==> config.mk <==
export PLATFORM = sky130hd
export DESIGN_NAME = bios_wd_sequencer
export DESIGN_NICKNAME = d
export VERILOG_FILES = /design/src/rtl/bios_wd_sequencer.sv
export SDC_FILE = /design/constraint.sdc
export NUM_CORES = 1
export LEC_CHECK = 0
export ABC_AREA = 1
export CELL_PAD_IN_SITES_DETAIL_PLACEMENT = 0
export CELL_PAD_IN_SITES_GLOBAL_PLACEMENT = 2
export CORE_ASPECT_RATIO = 1.4
export CORE_MARGIN = 1.5
export CORE_UTILIZATION = 24
export CTS_BUF_LIST = sky130_fd_sc_hd__clkbuf_16
export DETAILED_ROUTE_END_ITERATION = 16
export GPL_ROUTABILITY_DRIVEN = 0
export PLACE_DENSITY_LB_ADDON = 0.1
export SETUP_SLACK_MARGIN = 0.1
export SKIP_LAST_GASP = 1
export SLEW_MARGIN = 20
export SYNTH_ARGS = -nofsm -noshare
export SYNTH_HDL_FRONTEND = slang
export SYNTH_SLANG_ARGS = --single-unit
==> constraint.sdc <==
create_clock -name LpcClock -period 1.5 [get_ports LpcClock]
set_input_delay 0.375 -clock LpcClock [delete_from_list [all_inputs] [get_ports LpcClock]]
set_output_delay 0.375 -clock LpcClock [all_outputs]
set_load 0.01 [all_outputs]
==> src/rtl/bios_wd_sequencer.sv <==
// BIOS boot watchdog / dual-flash failover sequencer on the LPC clock.
// Optional status capture register: define BIOS_WD_STATUS_READ_EN.
module bios_wd_sequencer #(
  parameter int TIMEOUT_TICKS = 240,
  parameter int MAX_RETRY     = 2,
  parameter int CYCLE_TICKS   = 16
) (
  input  logic       LpcClock,
  input  logic       Reset,
  input  logic       ALL_PWRGD,
  input  logic       Strobe125ms,
  input  logic       Write,
  input  logic [4:0] RegAddress,
  input  logic [7:0] Data,
  output logic [1:0] ForceSwap,
  output logic       PowerCycleReq,
  output logic       BootFail,
  output logic [7:0] WdStatus
);

  localparam logic [2:0] IDLE   = 3'd0;
  localparam logic [2:0] ARMED  = 3'd1;
  localparam logic [2:0] EXPIRE = 3'd2;
  localparam logic [2:0] CYCLE  = 3'd3;
  localparam logic [2:0] DONE   = 3'd4;
  localparam logic [2:0] FAIL   = 3'd5;

  localparam logic [7:0] TIMEOUT   = 8'(TIMEOUT_TICKS);
  localparam logic [2:0] RETRY_MAX = 3'(MAX_RETRY);
  localparam logic [7:0] DWELL     = 8'(CYCLE_TICKS);

  logic [2:0] state, state_d;
  logic [7:0] tick_cnt, tick_d;
  logic [2:0] retry_cnt, retry_d;
  logic       seen_low, seen_low_d;
  logic [1:0] fs_d;
  logic       pcr_d, bf_d;

  logic reg_wr, kick, manual, disarm;
  logic [7:0] tick_inc;

  assign reg_wr   = Write && (RegAddress == 5'h05);
  assign kick     = reg_wr && (Data == 8'h55);
  assign manual   = reg_wr && (Data == 8'hA5);
  assign disarm   = reg_wr && (Data == 8'h00);
  assign tick_inc = (tick_cnt == 8'hFF) ? tick_cnt : tick_cnt + 8'd1;

  always_ff @(posedge LpcClock) begin
    if (Reset) begin
      state     <= IDLE;
      tick_cnt  <= 8'd0;
      retry_cnt <= 3'd0;
      seen_low  <= 1'b0;
    end else begin
      state     <= state_d;
      tick_cnt  <= tick_d;
      retry_cnt <= retry_d;
      seen_low  <= seen_low_d;
    end
  end

  always_comb begin
    state_d    = state;
    tick_d     = tick_cnt;
    retry_d    = retry_cnt;
    seen_low_d = seen_low;
    case (state)
      IDLE: if (ALL_PWRGD) begin
        state_d = ARMED;
        tick_d  = 8'd0;
      end
      ARMED: begin
        // Kick beats a coinciding timeout strobe.
        if (kick) begin
          state_d = DONE;
          retry_d = 3'd0;
        end else if (disarm) begin
          state_d = DONE;
        end else if (Strobe125ms && tick_inc >= TIMEOUT) begin
          state_d = EXPIRE;
          tick_d  = tick_inc;
        end else if (!ALL_PWRGD) begin
          state_d = IDLE;
          tick_d  = 8'd0;
        end else if (Strobe125ms) begin
          tick_d  = tick_inc;
        end
      end
      EXPIRE: begin
        if (retry_cnt >= RETRY_MAX) begin
          state_d = FAIL;
        end else begin
          state_d    = CYCLE;
          retry_d    = retry_cnt + 3'd1;
          tick_d     = 8'd0;
          seen_low_d = 1'b0;
        end
      end
      CYCLE: begin
        // Dwell only starts counting once the rails are observed down.
        if (!ALL_PWRGD) seen_low_d = 1'b1;
        if (seen_low && Strobe125ms) begin
          if (tick_inc >= DWELL) begin
            state_d = IDLE;
            tick_d  = 8'd0;
          end else begin
            tick_d  = tick_inc;
          end
        end
      end
      DONE: if (!ALL_PWRGD) state_d = IDLE;
      FAIL: state_d = FAIL;
      default: state_d = IDLE;
    endcase
  end

  always_comb begin
    fs_d    = 2'b00;
    fs_d[0] = (state == EXPIRE) && (retry_cnt < RETRY_MAX);
    fs_d[1] = manual && (state != FAIL) && !ForceSwap[1];
    pcr_d   = (state_d == CYCLE);
    bf_d    = (state_d == FAIL);
  end

  always_ff @(posedge LpcClock) begin
    if (Reset) begin
      ForceSwap     <= 2'b00;
      PowerCycleReq <= 1'b0;
      BootFail      <= 1'b0;
    end else begin
      ForceSwap     <= fs_d;
      PowerCycleReq <= pcr_d;
      BootFail      <= bf_d;
    end
  end

`ifdef BIOS_WD_STATUS_READ_EN
  logic [7:0] status_q;
  // Captured from next-state values so fields line up with the live state.
  always_ff @(posedge LpcClock) begin
    if (Reset) status_q <= 8'h00;
    else       status_q <= {bf_d, retry_d, state_d, state_d == ARMED};
  end
  assign WdStatus = status_q;
`else
  assign WdStatus = 8'h00;
`endif

endmodule
==> results of run 1 <==
## sequential cells by signal, indices dropped and copies added, names as in the netlist
name / flops
retry_cnt: 3
BootFail: 1
ForceSwap: 2
seen_low: 1
tick_cnt: 8
PowerCycleReq: 1
state: 3
## stage by stage
stage / hold WS (ns) / total power [uW]
5_1_grt: 0.495 / 1370
4_1_cts: 0.473 / 1330
3_5_place_dp: 0.465 / 733
3_3_place_gp: 0.462 / 735
2_1_floorplan: 0.429 / 647
6_report: 0.468 / 1310
## critical path: cells and delay by family, from the launching register on
| kind | cells | cell delay (ns) |
|---|---|---|
| fa+ha+maj | 1 | 0.18 |
| compound gates | 2 | 0.33 |
| flops | 1 | 0.36 |
| simple gates | 6 | 0.53 |
| buf+inv | 1 | 0.11 |
## layout by cell type (no fill, tap or decap), drive strengths merged
master | Yosys | layout
inv | 27 | 27
nor3 | 4 | 4
clkbuf | 1 | 3
nand4 | 3 | 3
clkdlybuf4s15 | 0 | 3
buf | 10 | 52
nor4 | 1 | 1
o32ai | 1 | 1
o22ai | 1 | 1
clkinv | 0 | 1
dfxtp | 19 | 19
nand3 | 23 | 24
o31ai | 1 | 1
conb | 1 | 8
ha | 3 | 3
nand3b | 1 | 1
a31oi | 1 | 1
nor2 | 31 | 31
clkinvlp | 0 | 1
nor3b | 2 | 2
dlygate4sd2 | 0 | 17
a21oi | 11 | 11
clkdlybuf4s50 | 0 | 1
o21ai | 11 | 11
and3 | 1 | 1
or2 | 3 | 3
o21bai | 3 | 3
nand2 | 57 | 57
## cells by family after synthesis
group,count (synthesis)
AO/OA/AOI/OAI,29
flip-flops,19
AND/OR/NAND/NOR,126
adder cells (fa/ha/maj),3
other,1
buffers and inverters,38
## per-layer routing
| metal | share of wire | GRT usage |
|---|---|---|
| met1 | 0.41 | 0.167 |
| met2 | 0.57 | 0.309 |
| met3 | 0.0094 | 0.0144 |
| met4 | 0.0094 | 0.0408 |
| met5 | 0 | 0 |
## layout make-up
class                      instances  area (um2)  share of cell area
multi-input combinational        167        1130               0.465
sequential                        19         413               0.170
tap                               68        85.1              0.0351
timing repair buffer              73         599               0.247
timing repair inverter             1        7.51             0.00309
clock buffer                       3        75.1              0.0309
clock inverter                     1        5.00             0.00206
inverter                          27         114              0.0469
## power by group through the flow
stage	Clock [uW]	Combinational, uW	Sequential (uW)
after floorplan	0	116	531
after global placement	0	204	531
after detailed placement	0	201	531
after CTS	604	211	517
after global routing	613	249	512
final	575	223	512
## cells in the mapped netlist, types with 2 or more instances
library cell	n
a21oi_1	11
buf_4	10
dfxtp_1	19
ha_1	3
inv_1	24
inv_2	2
nand2_1	53
nand2_2	4
nand3_1	19
nand3_2	2
nand3_4	2
nand4_1	3
nor2_1	28
nor2_2	3
nor3_4	2
o21ai_0	9
o21ai_1	2
o21bai_1	3
## what timing repair did
item                                    in CTS  in global routing
resized for setup                           53                 50
hold buffers                                 0                  0
buffers inserted                             9                  5
cloned                                       2                  0
endpoints found under the setup margin      20                 18
pin swaps                                   27                 36
## final timing paths
| check | from | endpoint | slack (ns) | cells after the start |
|---|---|---|---|---|
| min reg2reg | seen_low$_SDFFE_PP0P_ | seen_low$_SDFFE_PP0P_ | 0.47 | 2 |
| max | tick_cnt[0]$_SDFFE_PP0P_ | BootFail$_SDFF_PP0_ | -0.12 | 10 |
| min | seen_low$_SDFFE_PP0P_ | seen_low$_SDFFE_PP0P_ | 0.47 | 2 |
| max reg2reg | tick_cnt[0]$_SDFFE_PP0P_ | BootFail$_SDFF_PP0_ | -0.12 | 10 |
==> flow_metrics.py, run 1 <==
metrics = {
    "outcome": {
        "status": "finished, violations left",
        "violations": "negative setup slack",
    },
    "layout": {
        "n_fill_cell": 590,
        "fin_cells": 359,
        "final_area_um2": 2430,
        "fin_nets": 313,
        "n_antenna_cell": 0,
        "final_util": 0.436,
        "area_growth_pct": 74.8,
        "drive_gt1_frac": 0.488,
    },
    "worst_setup_path": {
        "endpoint_kind": "flip-flop",
        "crit_path_start_kind": "flip-flop",
        "cp.arrival_ns": 1.77,
        "crit_path_top_delay_cell": "dfxtp_4",
        "cp_max_fo": 7,
        "crit_chain": "ha_4, buf_6, nand4_1, nand2_2, nand2_4, nand3_4, o21bai_1, nand2_1, a21oi_2, nor2_1",
        "slowest_delay_ns": 0.36,
        "required_ns": 1.65,
        "path_class": "flip-flop to flip-flop",
    },
    "yosys": {
        "synth.avg_cell_area_um2": 6.43,
        "ys_types": 35,
        "async_flop_share": 0,
        "synth_cells": 216,
        "synth_edf_count": 0,
        "synth_top_family_by_area": "simple AND/OR/NAND/NOR gates",
        "synth_xor_area_frac": 0,
        "synth_seq_cells": 19,
        "yosysSeqAreaShare": 0.274,
        "synthMuxAreaShare": 0,
        "synth_compound_area_frac": 0.116,
        "synth_top_area_frac": 0.274,
        "synthesis.area_um2": 1390,
        "yosys_warnings": 0,
        "synthFlopType": "dfxtp_1",
        "synthSimpleGateAreaFrac": 0.449,
        "yosys.area_share.adder": 0.0270,
        "synth_area_leader_cell": "dfxtp_1",
        "synth.area.top_cells": "dfxtp_1 27%, nand2_1 14%, nor2_1 7.6%, nand3_1 6.8%, inv_1 6.5%",
    },
    "power_and_ir_drop": {
        "internal-power_uw": 965,
        "vdd_ir_drop_max_v": 0.000293,
        "power_density_nw_per_um2": 540,
        "seqPwrFrac": 0.391,
        "p_comb_frac": 0.170,
        "clkPwrFrac": 0.439,
        "power_leakage_uw": 0.00109,
        "p_switching_uw": 346,
        "p_sw_frac": 0.264,
    },
    "global_route": {
        "grt_overflow": 0,
        "grt_max_degree": 12,
        "antenna_found_initial": 0,
        "grt_usage": 0.156,
        "grt_pass1_vias": 1622,
        "grt_pass1_wl_mm": 7.37,
    },
    "timing": {
        "min_period_ns": 1.62,
        "hold_viol": 0,
        "period_share": 1.08,
        "fin_skew_ns": 0.00339,
        "setup_slack_ns": -0.124,
        "rsz0062_at_grt": "yes",
        "drv_slew": 0,
        "setup_tns_ns": -0.878,
        "clock.fmax_mhz": 616,
        "setup_viol": 12,
    },
    "floorplanning": {
        "die_w_um": 67.3,
        "die-height_um": 93.0,
        "dieArea_um2": 6260,
        "start_util": 0.250,
        "row_count": 32,
        "core_region_area_um2": 5570,
        "ios": 30,
    },
    "place": {
        "dpl.cell_count": 340,
        "dp_slack_ns": -0.610,
        "place_hpwl_mm": 3.31,
        "placed_area_um2": 1990,
        "portBuffers": 21,
    },
    "route": {
        "finalWirelength_mm": 4.36,
        "drc": 0,
        "firstDrtPassIters": 4,
        "post_drt_via_cell_ratio": 4.38,
        "wl_per_cell_um": 12.1,
        "final_antenna_net_count": 0,
        "num_vias": 1572,
        "drt_iter0_drc": 27,
    },
    "clocking": {
        "cts_tree": "yes",
        "clkLatencyLatePin_ns": 0.26,
        "clockRootBuffer": "clkbuf_16",
        "cts.sink_count": 19,
        "htreeDepth": 1,
        "clkTransAtPathRegs_ns": 0.06,
        "numCtsBuffers": 3,
        "clock_path_buffers": 2,
    },
    "flow_run": {
        "maxCapViolations": 0,
    },
    "hold_path": {
        "hp-class": "flip-flop to flip-flop",
    },
}
Power figures use the tool's default switching activity.
==> run 2, diff against run 1 <==
--- a/config.mk
+++ b/config.mk
@@ -5,15 +5,16 @@
 export SDC_FILE = /design/constraint.sdc
 export NUM_CORES = 1
 export LEC_CHECK = 0
-export ABC_AREA = 1
 export CELL_PAD_IN_SITES_DETAIL_PLACEMENT = 0
 export CELL_PAD_IN_SITES_GLOBAL_PLACEMENT = 2
 export CORE_ASPECT_RATIO = 1.4
 export CORE_MARGIN = 1.5
-export CORE_UTILIZATION = 24
+export CORE_UTILIZATION = 33
 export CTS_BUF_LIST = sky130_fd_sc_hd__clkbuf_16
 export DETAILED_ROUTE_END_ITERATION = 16
+export DONT_BUFFER_PORTS = 1
 export GPL_ROUTABILITY_DRIVEN = 0
+export GPL_TIMING_DRIVEN = 0
 export PLACE_DENSITY_LB_ADDON = 0.1
 export SETUP_SLACK_MARGIN = 0.1
 export SKIP_LAST_GASP = 1
==> run 2 against run 1 <==
  * The run still ends with negative setup slack left
  * Final area shrank 21%
  * Clock skew grew 0.00091 ns
  * Critical path depth shrank 3
  * Cell count shrank 33%
  * Clock-buffer cell count is the same
  * Maximum frequency shrank 15%
==> flow_metrics.py, run 2 <==
metrics = {
    "outcome": {
        "status": "finished, violations left",
        "violations": "negative setup slack",
    },
    "timing": {
        "hold_viol": 0,
        "setup_viol": 12,
        "min_period_ns": 1.92,
        "clock.fmax_mhz": 522,
        "tightest_slew_ns": 0.558,
        "period_share": 1.28,
        "drv_slew": 0,
        "setup_slack_ns": -0.416,
        "fin_skew_ns": 0.00431,
        "rsz0062_at_grt": "yes",
        "max_slew_margin": 0.625,
    },
    "floorplanning": {
        "start_util": 0.346,
        "ios": 30,
        "die_w_um": 57.7,
        "dieArea_um2": 4580,
        "die-height_um": 79.5,
        "core_region_area_um2": 3990,
        "row_count": 27,
    },
    "worst_setup_path": {
        "cp_max_fo": 5,
        "crit_start": "tick_cnt[1]$_SDFFE_PP0P_",
        "cp.arrival_ns": 2.05,
        "path_class": "flip-flop to flip-flop",
        "required_ns": 1.64,
        "endpoint_kind": "flip-flop",
        "crit_path_start_kind": "flip-flop",
        "rr_startpoint": "tick_cnt[1]$_SDFFE_PP0P_",
    },
    "place": {
        "portBuffers": 0,
        "placed_area_um2": 1540,
        "place_hpwl_mm": 2.63,
        "dpl.cell_count": 217,
    },
    "yosys": {
        "synth_area_leader_cell": "dfxtp_1",
        "synth.area.top_cells": "dfxtp_1 28%, nor3_1 5.1%, buf_4 4.9%, nor2_1 4.6%, a21oi_1 3.6%",
        "synth_edf_count": 0,
        "synth_seq_cells": 19,
        "synthesis.area_um2": 1380,
        "yosysSeqAreaShare": 0.276,
        "synth_most_common_cell": "dfxtp_1",
        "async_flop_share": 0,
        "synth_top_area_frac": 0.276,
        "synth_cells": 167,
        "ys_types": 50,
        "synthFlopType": "dfxtp_1",
        "synth_commonest_cells": "19 x dfxtp_1, 17 x nor2_1, 14 x nor3_1, 10 x a21oi_1, 9 x buf_4",
        "synth.avg_cell_area_um2": 8.26,
        "yosys_warnings": 0,
    },
    "layout": {
        "area_growth_pct": 38.5,
        "largest_reg_flops": 8,
        "final_common_cell": "buf_4",
        "fin_nets": 219,
        "final_area_um2": 1910,
        "fin_cells": 240,
        "most-common-layout-cells": "28 x buf_4, 14 x nor2_1, 11 x dfxtp_1, 11 x nor3_1",
        "drive_gt1_frac": 0.421,
        "n_antenna_cell": 0,
        "top_register": "tick_cnt",
        "largestRegisters": "tick_cnt: 8 flops, retry_cnt: 3 flops, state: 3 flops",
    },
    "clocking": {
        "numCtsBuffers": 3,
        "clkTransAtPathRegs_ns": 0.05,
        "clkLatencyLatePin_ns": 0.25,
        "clock_path_buffers": 2,
        "cts_tree": "yes",
        "cts.sink_count": 19,
        "clockRootBuffer": "clkbuf_16",
        "htreeDepth": 1,
    },
    "route": {
        "num_vias": 1307,
        "finalWirelength_mm": 3.64,
        "post_drt_via_cell_ratio": 5.45,
        "wl_per_cell_um": 15.2,
        "drt_iter0_drc": 46,
        "final_antenna_net_count": 0,
        "firstDrtPassIters": 4,
        "drc": 0,
    },
    "hold_path": {
        "hp-class": "input pin to flip-flop",
        "holdCritStartpoint": "Reset",
    },
    "global_route": {
        "grt_util_met2": 0.311,
        "grt.busiest_layer": "met2",
        "grt_use_met3": 0.0276,
        "grt_max_degree": 11,
        "grt_pass1_wl_mm": 6.13,
        "grtUsageMet1": 0.195,
        "antenna_found_initial": 0,
        "grt_overflow": 0,
        "grt_usage": 0.171,
        "grt_pass1_vias": 1312,
    },
    "power_and_ir_drop": {
        "power_leakage_uw": 0.000729,
        "vdd_ir_drop_max_v": 0.000313,
        "power_density_nw_per_um2": 642,
    },
    "flow_run": {
        "maxCapViolations": 0,
    },
}
-- run 2: where the power goes --
part	internal (uW)	switching (uW)
Clock	355	199
Sequential	506	5.78
Combinational	81.2	81.3
Total	942	286
-- run 2: critical path, cell delays in order (launching register included) --
cell and delay (ns):
dfxtp_4 0.36, ha_4 0.17, or3b_1 0.39, a21oi_2 0.14, a221oi_2 0.07, or3_4 0.37
a311oi_4 0.23, nor2b_1 0.07
-- run 2: timing repair --
item                                    in CTS  in global routing
pin swaps                                   17                 11
gates resized for setup                     22                 14
setup buffers                               14                  6
hold buffers                                 0                  0
cloned                                       0                  0
endpoints found under the setup margin      16                 16
-- run 2: cell type report --
cell class / instances / area (um2)
timing repair buffer: 20 / 158
sequential: 19 / 400
clock inverter: 1 / 3.75
fill: 394 / 2070
inverter: 4 / 15.0
buffer: 15 / 120
clock buffer: 3 / 75.1
tap: 43 / 53.8
multi-input combinational: 135 / 1090
-- run 2: final timing paths --
| path | cells after the start | slack (ns) | to |
|---|---|---|---|
| min reg2reg | 2 | 0.52 | seen_low$_SDFFE_PP0P_ |
| max reg2reg | 7 | -0.42 | BootFail$_SDFF_PP0_ |
| max | 7 | -0.42 | BootFail$_SDFF_PP0_ |
| min | 1 | 0.18 | tick_cnt[0]$_SDFFE_PP0P_ |
-- run 2: cells by family (layout without fill, tap and decap cells) --
logic type / after synthesis / count (layout) / share of synthesized area
buffers and inverters: 20 / 43 / 0.0870
xor gates and xnor gates: 3 / 3 / 0.0190
AOI/OAI and AO/OA: 37 / 37 / 0.209
adders and majority gates: 3 / 3 / 0.0272
DFF: 19 / 19 / 0.276
other: 1 / 8 / 0.00272
and+or+nand+nor: 82 / 82 / 0.365
muxes: 2 / 2 / 0.0145
-- run 2: per-stage QoR --
stage / setup WS, ns / power (uW) / utilization / hold WS, ns / TNS [ns]
floorplan: -0.330 / 635 / - / 0.441 / -2.96
global route: -0.470 / 1280 / 0.480 / 0.182 / -5.38
global placement: -0.552 / 654 / 0.386 / 0.446 / -6.32
CTS: -0.410 / 1230 / 0.455 / 0.183 / -4.47
finish: -0.416 / 1230 / 0.480 / 0.184 / -4.16
detailed placement: -0.589 / 654 / 0.386 / 0.447 / -6.79
-- run 2: layer usage --
metal | routed length (um) | vias to the layer above
met4 | 80 | 0
met1 | 1500 | 615
met2 | 1970 | 19
met5 | 0 | -
li1 | - | 666
met3 | 87 | 7
==> run 3, diff against run 2 <==
--- a/config.mk
+++ b/config.mk
@@ -16,7 +16,8 @@
 export GPL_ROUTABILITY_DRIVEN = 0
 export GPL_TIMING_DRIVEN = 0
 export PLACE_DENSITY_LB_ADDON = 0.1
-export SETUP_SLACK_MARGIN = 0.1
+export RECOVER_POWER = 25
+export SETUP_SLACK_MARGIN = 0.05
 export SKIP_LAST_GASP = 1
 export SLEW_MARGIN = 20
 export SYNTH_ARGS = -nofsm -noshare
==> run 3 against run 2 <==
  * The run ends with design-rule violations, negative setup slack left
  * Sequential power increased by 0.8%
  * Critical path depth increased by 1
  * Hold slack got worse by 0.010 ns
  * Die area unchanged
  * Largest cell class unchanged
  * First-iteration DRC count decreased by 15%
  * Critical endpoint unchanged
  * Register-to-register slack got worse by 0.05 ns
  * Worst setup slack got worse by 0.048 ns
  * Cell count decreased by 0.83%
  * Global-route usage decreased by 1.0 points
==> flow_metrics.py, run 3 (synthesized netlist as in run 2, its figures left out) <==
metrics = {
    "route": {
        "wl_per_cell_um": 15.6,
        "drc": 2,
        "drt_iter0_drc": 39,
        "firstDrtPassIters": 10,
        "post_drt_via_cell_ratio": 5.58,
        "finalWirelength_mm": 3.70,
        "final_antenna_net_count": 0,
        "num_vias": 1327,
    },
    "layout": {
        "fin_cells": 238,
        "top_register": "tick_cnt",
        "most-common-layout-cells": "25 x buf_4, 16 x nor2_1, 11 x dfxtp_1",
        "n_antenna_cell": 0,
        "final_common_cell": "buf_4",
        "fin_nets": 217,
        "area_growth_pct": 37.8,
        "largest_reg_flops": 8,
        "final_util": 0.477,
        "final_area_um2": 1900,
        "drive_gt1_frac": 0.405,
        "largestRegisters": "tick_cnt: 8 flops, retry_cnt: 3 flops, state: 3 flops",
    },
    "global_route": {
        "grt_usage": 0.161,
        "antenna_found_initial": 0,
        "grt_pass1_vias": 1172,
        "grt_overflow": 0,
        "grt_use_met3": 0.0308,
        "grt.busiest_layer": "met2",
        "grt_util_met2": 0.284,
        "grtUsageMet1": 0.190,
        "grt_max_degree": 11,
        "grt_pass1_wl_mm": 5.64,
    },
    "timing": {
        "tightest_slew_ns": 0.522,
        "setup_viol": 14,
        "setup_slack_ns": -0.464,
        "max_slew_margin": 0.652,
        "clock.fmax_mhz": 509,
        "rsz0062_at_grt": "yes",
        "hold_viol": 0,
        "min_period_ns": 1.96,
        "period_share": 1.31,
        "drv_slew": 0,
        "fin_skew_ns": 0.00331,
    },
    "clocking": {
        "numCtsBuffers": 3,
        "cts_tree": "yes",
        "clkLatencyLatePin_ns": 0.26,
        "clkTransAtPathRegs_ns": 0.06,
        "htreeDepth": 1,
        "clock_path_buffers": 2,
        "hold_buffers": 0,
        "clockRootBuffer": "clkbuf_16",
        "cts.sink_count": 19,
    },
    "worst_setup_path": {
        "crit_path_start_kind": "flip-flop",
        "reg2regPathDepth": 8,
        "required_ns": 1.64,
        "crit_chain": "ha_4, buf_4, a21o_1, a31oi_2, nor3_2, or3_4, a311oi_4, nor2b_1",
        "cp_max_fo": 5,
        "crit_path_top_delay_cell": "or3_4",
        "cp.arrival_ns": 2.10,
        "path_class": "flip-flop to flip-flop",
        "endpoint_kind": "flip-flop",
        "slowest_delay_ns": 0.42,
        "rrSetupSlack_ns": -0.46,
    },
    "power_and_ir_drop": {
        "vdd_ir_drop_max_v": 0.000519,
        "power_density_nw_per_um2": 663,
        "total_power_uw": 1260,
        "power_leakage_uw": 0.000700,
    },
    "floorplanning": {
        "die-height_um": 79.5,
        "row_count": 27,
        "core_region_area_um2": 3990,
        "die_w_um": 57.7,
        "dieArea_um2": 4580,
        "start_util": 0.346,
        "ios": 30,
    },
    "hold_path": {
        "holdPathStages": 1,
        "hp-class": "input pin to flip-flop",
    },
    "place": {
        "dp_slack_ns": -0.589,
        "place_hpwl_mm": 2.65,
        "placed_area_um2": 1530,
        "dpl.cell_count": 217,
        "portBuffers": 0,
    },
    "flow_run": {
        "maxCapViolations": 0,
    },
    "outcome": {
        "status": "finished, violations left",
        "violations": "design-rule violations, negative setup slack",
    },
}
[run 3: critical path: cells and delay by family, from the launching register on]
| kind | cells | cell delay (ns) |
|---|---|---|
| fa+ha+maj | 1 | 0.18 |
| simple gates | 3 | 0.58 |
| flops | 1 | 0.37 |
| buf+inv | 1 | 0.13 |
| compound gates | 3 | 0.59 |
[run 3: per-layer routing]
metal	wire length, um	vias to the layer above
met4	64	0
li1	-	664
met5	0	-
met2	1990	17
met3	97	6
met1	1550	640
[run 3: layout make-up]
type,instances,area (um2)
inverters,4,15.0
well taps,43,53.8
plain buffers,15,124
fillers,416,2080
clock buffers,3,75.1
repair buffers,18,143
flip-flops and latches,19,398
multi-input cells,135,1090
clock inverters,1,3.75
[run 3: path summary, 6_finish.rpt]
check,from,end
max,tick_cnt[1]$_SDFFE_PP0P_,BootFail$_SDFF_PP0_
min,Reset,tick_cnt[1]$_SDFFE_PP0P_
max reg2reg,tick_cnt[1]$_SDFFE_PP0P_,BootFail$_SDFF_PP0_
min reg2reg,seen_low$_SDFFE_PP0P_,seen_low$_SDFFE_PP0P_
[run 3: metrics by stage]
stage,hold WS (ns),setup TNS [ns]
floorplan,0.441,-2.95
global placement,0.446,-6.58
detailed placement,0.449,-6.95
CTS,0.179,-5.33
global route,0.165,-5.67
finish,0.174,-4.68
[run 3: power by group]
| part | internal, uW | switching, uW | total (uW) |
|---|---|---|---|
| logic | 86.1 | 84.8 | 171 |
| registers | 507 | 7.91 | 515 |
| clock network | 356 | 219 | 575 |
[run 3: timing repair]
action | in CTS | in global routing
endpoints found under the setup margin | 16 | 16
gates resized for setup | 18 | 23
gates cloned | 0 | 0
setup buffers | 7 | 11
pin swaps | 8 | 19
